`src/rtl/ifetch_queue_pkg.sv`:
```
// rtl/ifetch_queue_pkg.sv - shared types and constants for the fetch front end
package ifetch_queue_pkg;

  localparam int                XLEN             = 32;
  localparam logic [XLEN-1:0]   RESET_PC_DEFAULT = 32'h0000_1000;
  localparam logic [XLEN-1:0]   PC_INCR          = 32'd4;

  typedef struct packed {
    logic [XLEN-1:0] instr;
    logic [XLEN-1:0] pc;
  } fq_entry_t;

  // Fetch addresses are word aligned; the low two bits of any target are dropped.
  function automatic logic [XLEN-1:0] align_pc(input logic [XLEN-1:0] pc);
    return {pc[XLEN-1:2], 2'b00};
  endfunction

endpackage

```
`src/rtl/ifetch_queue_fetch_fifo.sv`:
```
// rtl/ifetch_queue_fetch_fifo.sv - DEPTH-entry fetch FIFO with flush and registered head
module fetch_fifo
  import ifetch_queue_pkg::*;
#(
  parameter int DEPTH = 4,
  parameter int PTR_W = 2
) (
  input  logic             clk,
  input  logic             rst_n,
  input  logic             push_i,
  input  fq_entry_t        push_data_i,
  input  logic             pop_i,
  input  logic             flush_i,
  output logic [PTR_W:0]   count_o,
  output logic             head_valid_o,
  output fq_entry_t        head_o
);

  localparam int CNT_W = PTR_W + 1;

  fq_entry_t              mem_q [DEPTH];
  fq_entry_t              mem_d [DEPTH];
  logic [PTR_W-1:0]       rd_ptr_q, rd_ptr_d;
  logic [PTR_W-1:0]       wr_ptr_q, wr_ptr_d;
  logic [PTR_W-1:0]       rd_next;
  logic [CNT_W-1:0]       count_q, count_d;
  logic                   valid_q, valid_d;
  fq_entry_t              head_q, head_d;
  logic                   do_pop;

  assign do_pop  = pop_i & valid_q;
  assign rd_next = rd_ptr_q + 1'b1;

  always_comb begin
    mem_d    = mem_q;
    rd_ptr_d = rd_ptr_q;
    wr_ptr_d = wr_ptr_q;
    count_d  = count_q;
    valid_d  = valid_q;
    head_d   = head_q;
    if (flush_i) begin
      rd_ptr_d = '0;
      wr_ptr_d = '0;
      count_d  = '0;
      valid_d  = 1'b0;
      head_d   = '0;
    end else begin
      if (push_i) begin
        mem_d[wr_ptr_q] = push_data_i;
        wr_ptr_d        = wr_ptr_q + 1'b1;
      end
      if (do_pop) begin
        rd_ptr_d = rd_next;
      end
      count_d = count_q + CNT_W'(push_i) - CNT_W'(do_pop);
      valid_d = (count_d != '0);
      // The head register always mirrors the oldest live entry, so it is
      // refilled either from the next stored slot or straight from the push.
      if (do_pop) begin
        if (count_q > CNT_W'(1)) begin
          head_d = mem_q[rd_next];
        end else if (push_i) begin
          head_d = push_data_i;
        end
      end else if ((count_q == '0) && push_i) begin
        head_d = push_data_i;
      end
    end
  end

  always_ff @(posedge clk or negedge rst_n) begin
    if (!rst_n) begin
      for (int i = 0; i < DEPTH; i++) begin
        mem_q[i] <= '0;
      end
      rd_ptr_q <= '0;
      wr_ptr_q <= '0;
      count_q  <= '0;
      valid_q  <= 1'b0;
      head_q   <= '0;
    end else begin
      mem_q    <= mem_d;
      rd_ptr_q <= rd_ptr_d;
      wr_ptr_q <= wr_ptr_d;
      count_q  <= count_d;
      valid_q  <= valid_d;
      head_q   <= head_d;
    end
  end

  assign count_o      = count_q;
  assign head_valid_o = valid_q;
  assign head_o       = head_q;

endmodule

```
`src/rtl/ifetch_queue.sv`:
```
// rtl/ifetch_queue.sv - PC generator, in-flight tracking and credit control in front of the I-cache
module ifetch_queue
  import ifetch_queue_pkg::*;
#(
  parameter logic [31:0] RESET_PC = RESET_PC_DEFAULT,
  parameter int          DEPTH    = 4,
  parameter int          PTR_W    = 2
) (
  input  logic        clk,
  input  logic        rst_n,
  input  logic        redirect_i,
  input  logic [31:0] redirect_pc_i,
  output logic [31:0] ic_addr_o,
  output logic        ic_freeze_o,
  input  logic [31:0] ic_instr_i,
  input  logic        ic_stall_i,
  output logic        dq_valid_o,
  input  logic        dq_ready_i,
  output logic [31:0] dq_instr_o,
  output logic [31:0] dq_pc_o
);

  localparam int CRD_W = PTR_W + 2;

  logic [31:0]      fetch_pc_q, fetch_pc_d;
  logic             inflight_v_q, inflight_v_d;
  logic [31:0]      inflight_pc_q, inflight_pc_d;

  logic [31:0]      redirect_target;
  logic [PTR_W:0]   fifo_count;
  logic             fifo_valid;
  fq_entry_t        fifo_head;
  fq_entry_t        push_data;
  logic             pop;
  logic             resp_fire;
  logic             push;
  logic             credit;
  logic             issue;
  logic [CRD_W-1:0] occupancy;

  assign redirect_target = align_pc(redirect_pc_i);
  assign pop             = fifo_valid & dq_ready_i;
  assign resp_fire       = inflight_v_q & ~ic_stall_i;

  // Occupancy counts the outstanding request as already holding a slot, so
  // a new fetch is only issued when its response is guaranteed a place.
  assign occupancy   = CRD_W'(fifo_count) + CRD_W'(inflight_v_q) - CRD_W'(pop);
  assign credit      = occupancy < CRD_W'(DEPTH);
  assign ic_freeze_o = ~credit & ~redirect_i;
  assign issue       = ~ic_stall_i & (credit | redirect_i);
  assign push        = resp_fire & ~redirect_i;
  assign ic_addr_o   = redirect_i ? redirect_target : fetch_pc_q;

  assign push_data.instr = ic_instr_i;
  assign push_data.pc    = inflight_pc_q;

  always_comb begin
    fetch_pc_d    = fetch_pc_q;
    inflight_v_d  = inflight_v_q;
    inflight_pc_d = inflight_pc_q;
    if (redirect_i) begin
      if (!ic_stall_i) begin
        inflight_v_d  = 1'b1;
        inflight_pc_d = redirect_target;
        fetch_pc_d    = redirect_target + PC_INCR;
      end else begin
        // The pending miss still completes, but with nothing marked in flight
        // its word is dropped and the target goes out in that same cycle.
        inflight_v_d = 1'b0;
        fetch_pc_d   = redirect_target;
      end
    end else if (issue) begin
      inflight_v_d  = 1'b1;
      inflight_pc_d = fetch_pc_q;
      fetch_pc_d    = fetch_pc_q + PC_INCR;
    end else if (resp_fire) begin
      inflight_v_d = 1'b0;
    end
  end

  always_ff @(posedge clk or negedge rst_n) begin
    if (!rst_n) begin
      fetch_pc_q    <= RESET_PC;
      inflight_v_q  <= 1'b0;
      inflight_pc_q <= '0;
    end else begin
      fetch_pc_q    <= fetch_pc_d;
      inflight_v_q  <= inflight_v_d;
      inflight_pc_q <= inflight_pc_d;
    end
  end

  fetch_fifo #(
    .DEPTH (DEPTH),
    .PTR_W (PTR_W)
  ) u_fifo (
    .clk          (clk),
    .rst_n        (rst_n),
    .push_i       (push),
    .push_data_i  (push_data),
    .pop_i        (pop & ~redirect_i),
    .flush_i      (redirect_i),
    .count_o      (fifo_count),
    .head_valid_o (fifo_valid),
    .head_o       (fifo_head)
  );

  assign dq_valid_o = fifo_valid;
  assign dq_instr_o = fifo_head.instr;
  assign dq_pc_o    = fifo_head.pc;

endmodule

```
`config.mk`:
```
export PLATFORM = sky130hd
export DESIGN_NAME = ifetch_queue
export DESIGN_NICKNAME = d
export VERILOG_FILES = /design/src/rtl/ifetch_queue_pkg.sv /design/src/rtl/ifetch_queue_fetch_fifo.sv /design/src/rtl/ifetch_queue.sv
export SDC_FILE = /design/constraint.sdc
export NUM_CORES = 1
export LEC_CHECK = 0
export CAP_MARGIN = 15
export CELL_PAD_IN_SITES_DETAIL_PLACEMENT = 1
export CELL_PAD_IN_SITES_GLOBAL_PLACEMENT = 1
export CORE_ASPECT_RATIO = 1.1
export CORE_MARGIN = 5
export CORE_UTILIZATION = 51
export CTS_CLUSTER_DIAMETER = 150
export DETAILED_ROUTE_END_ITERATION = 10
export GPL_ROUTABILITY_DRIVEN = 0
export HOLD_SLACK_MARGIN = 0.05
export PLACE_DENSITY_LB_ADDON = 0.1
export SLEW_MARGIN = 40
export SYNTH_ARGS = -nofsm -noshare
export SYNTH_HDL_FRONTEND = slang
export SYNTH_SLANG_ARGS = --single-unit
```
`constraint.sdc`:
```
create_clock -name clk -period 4.1 [get_ports clk]
set_clock_uncertainty 0.15 [all_clocks]
set_input_delay 0.41 -clock clk [delete_from_list [all_inputs] [get_ports clk]]
set_output_delay 0.41 -clock clk [all_outputs]
set_load 0.005 [all_outputs]
```
==> reports/qor.yml <==
finalSetupViolCount: 0
die_x_um: 192
dp_cells: 2008
num_rows: 73
initial_utilization_pct: 51.4
worst_pin_slew_ps: 817
groute.usage.overall_pct: 24.0
final_nets: 1649
synth_cell_types: 61
final_max_slew_viol_count: 0
cts-resized-gates: 0
wire_per_inst_um: 22.8
worst-path-stages: 8
clock-sinks: 385
hp-class: "primary input to flop"
fin_area_um2: 22000
slowest_stage: "a211o_1"
crit_end: "ic_freeze_o"
core_region_area_um2: 36000
synth_area_um2: 18500
synth_largest_area_cell: "dfrtp_1"
cp_top_family: "simple AND/OR/NAND/NOR gates"
rsz0062_at_grt: "false"
outcome: "finished clean"
avgSynthCellArea_um2: 12.9
crit_type: "flop to output port"
max_clock_freq_mhz: 280
numCtsBuffers: 41
ioPinCount: 167
ys_ff_latch: 385
crit_path_cell_trace: "and2_1, ha_1, inv_1, ha_1, nand3b_1, a211o_1, and2_1, clkdlybuf4s50_1"
async_flop_share_pct: 100
worst-path-buf-inv: 2
reg2regPathDepth: 10
layout_commonest_cell: "dfrtp_1"
drc: 0
dpl.hpwl_um: 29700
mostFrequentLayoutCells: "dfrtp_1 (382), mux2_2 (269), clkdlybuf4s50_1 (160), nand2_1 (122), nor2_1 (88)"
synthCells: 1431
finalNonFillerCells: 2082
relSlewSlack_pct: 45.4
routed_wl_um: 47600
die_h_um: 210
grt_pass1_vias: 13600
drive_above_1_share_pct: 28.1
grt_max_degree: 127
ir_drop_uv: 307
placed_cell_area_um2: 20700
end_kind: "output port"
required_ps: 3540
antenna_found_initial: 0
insertion_delay_ps: 540
p_leak_nw: 9.88
cts_buffer_depth: 3
yosys.area.top_type_share_pct: 51.9
ant_nets: 0
r2r_setup_slack_ps: 900
synth_edf_count: 0
drtIter0Drc: 559
synth_ff_type: "dfrtp_1"
area_delta_synth_final_pct: 19.0
cp-start-kind: "flop"
drv_cap: 0
portBuffers: 162
dr.pass1.iters: 4
totalPowerFinal_mw: 12.9
path_clk_slew_ps: 60
final.period_utilization_pct: 87.1
diodes: 0
num_vias: 12300
detail_route.vias_per_cell: 5.91
htree_levels: 2
startpoint: "u_fifo.head_valid_o$_DFF_PN0_"
setup_tns_ps: 0
grt_first_pass_wirelength_um: 77700
yosys-top-cells-area: "dfrtp_1 (52%), mux2_2 (16%), mux4_2 (7.7%)"
cp_data_arrival_time_ps: 3010
power.density_nw_per_um2: 587
synth_warnings: 0
regToRegStartpoint: "u_fifo.head_valid_o$_DFF_PN0_"
ys_seq_area_share_pct: 52.0
grt-ovfl-total: 0
cts_tree: "built"
cpPeakStageDelay_ps: 510
die_area_um2: 40200
path_max_fanout: 14
finalHoldViolCount: 0
root_buffer: "clkbuf_16"
r2r-end: "fetch_pc_q[8]$_DFFE_PN0P_"
layout_min_cycle_time_ps: 3570
whs_ps: 84.8
[registers in the layout (all words and copies together) (netlist names)]
name and flops:
u_fifo.mem_q 252, u_fifo.head_o 63, inflight_pc_q 31, fetch_pc_q 30, u_fifo.count_o 3, u_fifo.rd_ptr_q 2, u_fifo.wr_ptr_q 2, inflight_v_q 1
u_fifo.head_valid_o 1
[per-layer routing]
metal	global-route usage [%]	vias to the layer above	share of wire, %
met1	33.6	6537	44
met2	40.4	244	50
li1	-	5465	-
met3	3.19	59	3.7
met4	5.13	0	1.8
met5	0	-	0
[how the worst min path moves through the flow]
stage | start | to | slack (ps) | depth (start not counted)
5_1_grt | redirect_i | u_fifo.count_o[2]$_DFF_PN0_ | 80 | 2
4_1_cts | redirect_i | u_fifo.count_o[2]$_DFF_PN0_ | 50 | 2
3_5_place_dp | u_fifo.mem_q[65]$_DFFE_PN0P_ | u_fifo.mem_q[65]$_DFFE_PN0P_ | 340 | 1
6_report | redirect_i | u_fifo.count_o[2]$_DFF_PN0_ | 80 | 2
2_1_floorplan | rst_n | fetch_pc_q[10]$_DFFE_PN0P_ | -40 | 0
3_3_place_gp | u_fifo.mem_q[112]$_DFFE_PN0P_ | u_fifo.mem_q[112]$_DFFE_PN0P_ | 330 | 1
[where the power goes]
| part | switching, mW | total [mW] | leakage [nW] | internal, mW |
|---|---|---|---|---|
| registers | 0.873 | 5.82 | 5.03 | 4.95 |
| clock network | 1.51 | 3.59 | 0.644 | 2.08 |
| logic | 1.52 | 3.52 | 4.21 | 2.00 |
[what timing repair did]
item                                   4_1_cts  5_1_grt
hold buffers                                 1        0
endpoints found under the hold margin       96        0
buffers inserted                             0        0
[kinds of logic (layout without fill, tap and decap cells)]
family / Yosys count / count (layout) / synth area share [%]
flops: 385 / 385 / 52.0
mux: 408 / 408 / 28.1
simple gates: 312 / 312 / 7.88
compound gates: 136 / 136 / 5.58
other cells: 1 / 2 / 0.0203
xor+xnor: 48 / 48 / 2.27
fa+ha+maj: 14 / 14 / 0.987
buf+inv: 127 / 290 / 3.08
[cell type report]
cell class / instances / area, um^2
Clock buffer: 63 / 1240
Clock inverter: 9 / 52.6
Fill cell: 3587 / 14000
Inverter: 25 / 93.8
Multi-Input combinational cell: 920 / 8350
Sequential cell: 385 / 9640
Tap cell: 487 / 609
Timing Repair Buffer: 193 / 2050
[synthesized netlist by cell type (6+ instances only)]
master	instances
dfrtp_1	384
mux2_2	269
nand2_1	122
nor2_1	88
mux2i_1	76
a211oi_1	70
mux4_2	63
clkbuf_1	49
buf_2	40
xnor2_1	38
inv_1	24
nand3_1	19
o21ai_0	16
nand4_1	15
ha_1	13
nor3_1	12
xor2_1	10
and4_1	9
and2_1	8
nor4_1	7
a2111oi_0	6
a21oi_1	6
and3_1	6
buf_1	6
nor2b_1	6
[per-stage QoR]
| stage | util, % | worst slack, ps |
|---|---|---|
| global placement | 57.5 | 578 |
| global route | 61.2 | 400 |
| CTS | 61.2 | 497 |
| floorplan | - | 1310 |
| detailed placement | 57.5 | 492 |
| finish | 61.2 | 528 |
Note: power is estimated with default switching activity, not from simulation.
